## config.mk

```make
export PLATFORM = sky130hd
export DESIGN_NAME = foutbit_sched
export DESIGN_NICKNAME = d
export VERILOG_FILES = /design/src/rtl/foutbit_sched.sv
export SDC_FILE = /design/constraint.sdc
export NUM_CORES = 1
export LEC_CHECK = 0
export CORE_MARGIN = 2
export CORE_UTILIZATION = 43
export CTS_BUF_LIST = sky130_fd_sc_hd__clkbuf_4
export CTS_CLUSTER_SIZE = 24
export DETAILED_ROUTE_END_ITERATION = 10
export PLACE_DENSITY = 0.91
export SETUP_SLACK_MARGIN = 0.15
export SYNTH_ARGS = -nofsm -noshare
export SYNTH_HDL_FRONTEND = slang
export SYNTH_SLANG_ARGS = --single-unit
```

## constraint.sdc

```tcl
create_clock -name clk -period 2.2 [get_ports clk]
set_clock_uncertainty 0.2 [all_clocks]
set_input_delay 0.44 -clock clk [delete_from_list [all_inputs] [get_ports clk]]
set_output_delay 0.44 -clock clk [all_outputs]
set_load 0.02 [all_outputs]
```

## src/rtl/foutbit_sched.sv

```systemverilog
// Round-robin scheduler sharing one external 4-bit adder slice between two
// requesters; each grant runs a NIB-nibble add LSB-first with a registered carry.
module foutbit_sched #(
  parameter int NIB = 4
) (
  input  logic              clk,
  input  logic              rst_n,
  input  logic              req0,
  input  logic              req1,
  input  logic [4*NIB-1:0]  a0,
  input  logic [4*NIB-1:0]  b0,
  input  logic [4*NIB-1:0]  a1,
  input  logic [4*NIB-1:0]  b1,
  input  logic              cin0,
  input  logic              cin1,
  output logic              gnt0,
  output logic              gnt1,
  output logic              done0,
  output logic              done1,
  output logic [4*NIB-1:0]  sum,
  output logic              cout,
  output logic              owner,
  output logic              busy,
  output logic [3:0]        add_a,
  output logic [3:0]        add_b,
  output logic              add_cin,
  input  logic [3:0]        add_s,
  input  logic              add_cout
);
  localparam int W  = 4 * NIB;
  localparam int KW = (NIB > 1) ? $clog2(NIB) : 1;

  typedef enum logic [1:0] {S_IDLE, S_RUN, S_DONE} state_t;

  state_t          r_state, w_next;
  logic [KW-1:0]   r_k;
  logic [KW+1:0]   w_base;
  logic            r_carry, r_cin, r_idx, r_ptr;
  logic            r_gnt0, r_gnt1;
  logic [W-1:0]    r_a, r_b, r_work, w_final;
  logic [W-1:0]    r_sum;
  logic            r_cout, r_owner;
  logic            w_any, w_win, w_grant, w_last_nib;

  // Arbitration and next state; r_ptr holds the last-served requester
  always_comb begin
    w_any      = req0 | req1;
    w_win      = (req0 && req1) ? ~r_ptr : req1;
    w_grant    = (r_state != S_RUN) && w_any;
    w_last_nib = (r_state == S_RUN) && (r_k == KW'(NIB - 1));
    w_next     = r_state;
    case (r_state)
      S_IDLE:  if (w_any) w_next = S_RUN;
      S_RUN:   if (w_last_nib) w_next = S_DONE;
      S_DONE:  w_next = w_any ? S_RUN : S_IDLE;
      default: w_next = S_IDLE;
    endcase
  end

  // Slice operand steering; zero outside RUN
  always_comb begin
    w_base  = {r_k, 2'b00};
    add_a   = '0;
    add_b   = '0;
    add_cin = 1'b0;
    if (r_state == S_RUN) begin
      add_a   = r_a[w_base +: 4];
      add_b   = r_b[w_base +: 4];
      add_cin = (r_k == '0) ? r_cin : r_carry;
    end
    w_final = r_work;
    w_final[4*(NIB-1) +: 4] = add_s;
  end

  always_ff @(posedge clk or negedge rst_n) begin
    if (!rst_n) begin
      r_state <= S_IDLE;
      r_k     <= '0;
      r_carry <= 1'b0;
      r_idx   <= 1'b0;
      r_ptr   <= 1'b1;
      r_gnt0  <= 1'b0;
      r_gnt1  <= 1'b0;
      r_sum   <= '0;
      r_cout  <= 1'b0;
      r_owner <= 1'b0;
    end else begin
      r_state <= w_next;
      r_gnt0  <= w_grant && !w_win;
      r_gnt1  <= w_grant && w_win;
      if (w_grant) begin
        r_idx <= w_win;
        r_ptr <= w_win;
        r_k   <= '0;
      end else if (r_state == S_RUN) begin
        r_k     <= r_k + 1'b1;
        r_carry <= add_cout;
        if (w_last_nib) begin
          r_sum   <= w_final;
          r_cout  <= add_cout;
          r_owner <= r_idx;
        end
      end
    end
  end

  // Operand and work registers carry no control meaning, so they skip reset
  always_ff @(posedge clk) begin
    if (w_grant) begin
      r_a   <= w_win ? a1 : a0;
      r_b   <= w_win ? b1 : b0;
      r_cin <= w_win ? cin1 : cin0;
    end else if (r_state == S_RUN) begin
      r_work[w_base +: 4] <= add_s;
    end
  end

  assign gnt0  = r_gnt0;
  assign gnt1  = r_gnt1;
  assign done0 = (r_state == S_DONE) && !r_owner;
  assign done1 = (r_state == S_DONE) && r_owner;
  assign busy  = (r_state == S_RUN);
  assign sum   = r_sum;
  assign cout  = r_cout;
  assign owner = r_owner;

endmodule

```

==> run summary <==
Max-cap viol count = 0
Layout area overhead = 55.0%
Final RePlAce weighted congestion = 0.755
Vias per cell = 5.00
FF-to-FF Start = r_k[1]$_DFFE_PN0P_
Layout Cells excl Fill = 445
Vias in the first global route = 2415
Detailed placer's ending HPWL = 5.36 mm
Final Max Slew Viols = 0
Max Clk Rate = 441 MHz
H-Tree Depth = 3
Post-synth ARST share = 37.5%
Post-synth cell types = 28
Core Area = 0.00729 mm^2
Clock root cell = clkbuf_4
Critical path fanouts, max = 7
Cell breakdown of the critical path = buf_6 > buf_12 > mux2i_2 > o22ai_4 > buf_6
Mapped Cells = 207
Met2 GRT Util = 31.6%
Wire per inst = 17.5 um
Setup Crit Path Kind = reg2out
FP Rows = 31
Clock buffer depth = 2
Tcrit/Tclk final = 103%
Worst setup SP type = flop
Seq cells post-synth = 72
CP peak stage delay = 0.39 ns
Final Hold Fails = 0
Post-Syn Nets = 287
Ranking of synthesized cells by area = edfxtp_1, dfrtp_1, mux2_2, mux2i_1, mux2_4
Initial antenna violation count = 0
CP Capture Type = output port
Via count = 2223
First-pass GRT wire length = 11.6 mm
Final worst slack = -0.0688 ns
Worst hold path type = in2async
DRC viols = 0
Die Width = 91.2 um
P_sw = 2370 uW
Congestion Overflow GR = 0
RSZ-0062 raised after global routing = true
Failing checks = negative setup slack
Mapped cell area = 0.00327 mm^2
Pwr/cell area = 1340 mW/mm^2
Slew at the pin with the worst max-slew slack = 0.356 ns
Slowest CP cell = dfrtp_1
Warnings, synthesis = 0
Top cell by count, worst path = buf_6
CTS Buf Count = 9
CTS sink count = 72
Count of final setup violators = 8
Peak VDD IR = 0.000855 V
Post-CTS Hold Fix Bufs = 0
Share of cells above drive strength 1 = 39.0%
Met3 Usage GRT = 4.56%
Overall power = 6800 uW
Post-route minimum period = 2.27 ns
Initial DRC count = 86
Die height = 91.2 um
Headroom to the max-slew limit = 76.2%
GRT Overall Usage = 18.2%
Comb power frac = 50.2%
Final WL = 7.78 mm
Most frequent cell after synthesis = edfxtp_1
Clock power share = 15.5%
Syn_area_per_cell = 15.8 um^2
Synth top cells by count = edfxtp_1, mux2_2, dfrtp_1
Post-route ant nets = 0
Lkg Pwr = 0.00207 uW
Flop pwr share = 34.3%
Synth Flop Type = edfxtp_1
Most used routing layer = met2
Sequential-to-total area share from yosys stat = 62.0%
Clock-pin transition on the worst setup and hold timing paths = 0.13 ns
Status = finished with violations
Top cell type's share of synthesized area = 41.3%
Nets = 421
I/O Buffers = 106
Largest net degree at the start of global routing = 34
Initial Utilization = 44.8%
TritonCTS clock tree = yes
Arrival time at the worst endpoint = 1.63 ns
Sw Share = 34.9%
Die area = 0.00832 mm^2
WP data required = 1.56 ns
Internal = 4430 uW
# IOs = 107
Area leader, netlist = edfxtp_1
Placed Cells incl. Taps = 426
Worst Setup SP = r_k[1]$_DFFE_PN0P_
Post-synth EDFFs = 45
Later-pin clock latency in the skew report = 0.42 ns
Diodes inserted = 0
Met1 global-route usage = 21.4%
Pre-antenna DRT Iters = 4
## critical path: cells and delay by family, from the launching register on
| kind | cells | cell delay [ns] |
|---|---|---|
| buffers and inverters | 3 | 0.42 |
| muxes | 1 | 0.30 |
| DFF | 1 | 0.39 |
| AOI/OAI and AO/OA | 1 | 0.11 |
## through the flow
stage	area (um^2)	TNS, ns	setup slack, ns	util (%)	hold slack [ns]
after floorplan	3270	0	0.165	-	-0.0556
after global placement	4590	-0.790	-0.159	63.0	0.256
after detailed placement	4590	-1.19	-0.193	63.0	0.262
after CTS	4820	-0.403	-0.0694	66.1	0.195
after global routing	5070	-1.08	-0.152	69.5	0.208
final	5070	-0.343	-0.0688	69.5	0.187
## area by class of cell
cell class | count | area, um^2
fillers | 516 | 2220
flip-flops and latches | 72 | 2030
multi-input cells | 123 | 1380
repair buffers | 130 | 1330
well taps | 99 | 124
clock inverters | 6 | 109
clock buffers | 10 | 75.1
inverters | 5 | 26.3
## sequential cells by signal (all words and copies together), names as in the netlist
register	cells
cout	1
gnt0	1
gnt1	1
owner	1
r_a	16
r_b	16
r_carry	1
r_cin	1
r_idx	1
r_k	2
r_ptr	1
r_state	2
r_work	12
sum	16
## metal layers
layer | vias up | part of all wire (%) | routed length, um
li1 | 1041 | - | -
met1 | 1070 | 40 | 3080
met2 | 102 | 53 | 4100
met3 | 10 | 6.3 | 489
met4 | 0 | 1.2 | 97
met5 | - | 0 | 0
## path summary, 6_finish.rpt
path,end,slack [ns],cells past startpoint
min reg2reg,sum[4]$_DFFE_PN0P_,0.29,1
max,add_a[0],-0.07,5
max reg2reg,sum[15]$_DFFE_PN0P_,0.35,5
min in group clk,sum[4]$_DFFE_PN0P_,0.29,1
max in group asynchronous,r_ptr$_DFFE_PN1P_,1.29,2
min,gnt0$_DFF_PN0_,0.19,2
## kinds of logic after synthesis
group	share of synthesized area, %
simple gates	6.31
flops	62.0
fa+ha+maj	1.91
mux	23.8
compound gates	3.10
buf+inv	2.83
## power groups by stage
| stage | Combinational, uW | Sequential (uW) | Clock (uW) |
|---|---|---|---|
| after floorplan | 1430 | 2480 | 0 |
| after global placement | 2860 | 2270 | 0 |
| after detailed placement | 2940 | 2310 | 0 |
| after CTS | 3030 | 2290 | 1050 |
| after global routing | 3640 | 2390 | 1130 |
| final | 3410 | 2330 | 1050 |
## placed cells by master, fill, tap and decap left out, types with 2 or more instances in the layout
cell type / instances
clkdlybuf4s50_1: 76
edfxtp_1: 45
mux2_2: 42
dfrtp_1: 26
buf_4: 20
and2_1: 16
dlymetal6s2s_1: 13
buf_6: 11
clkbuf_4: 10
mux2_4: 9
nand2_1: 8
mux2i_4: 7
mux2i_2: 7
o22ai_2: 6
dlygate4sd2_1: 5
ha_1: 4
mux2i_1: 3
o21ai_0: 3
inv_1: 3
bufinv_16: 3
buf_12: 3
nor4b_2: 2
o22ai_4: 2
nor2_1: 2
clkinvlp_4: 2
## timing repair
action / 4_1_cts / 5_1_grt
setup endpoints to repair: 17 / 30
gates cloned: 0 / 1
gates resized for setup: 81 / 47
pin swaps: 4 / 1
setup buffers: 1 / 1
Note: power is estimated with default switching activity, not from simulation.
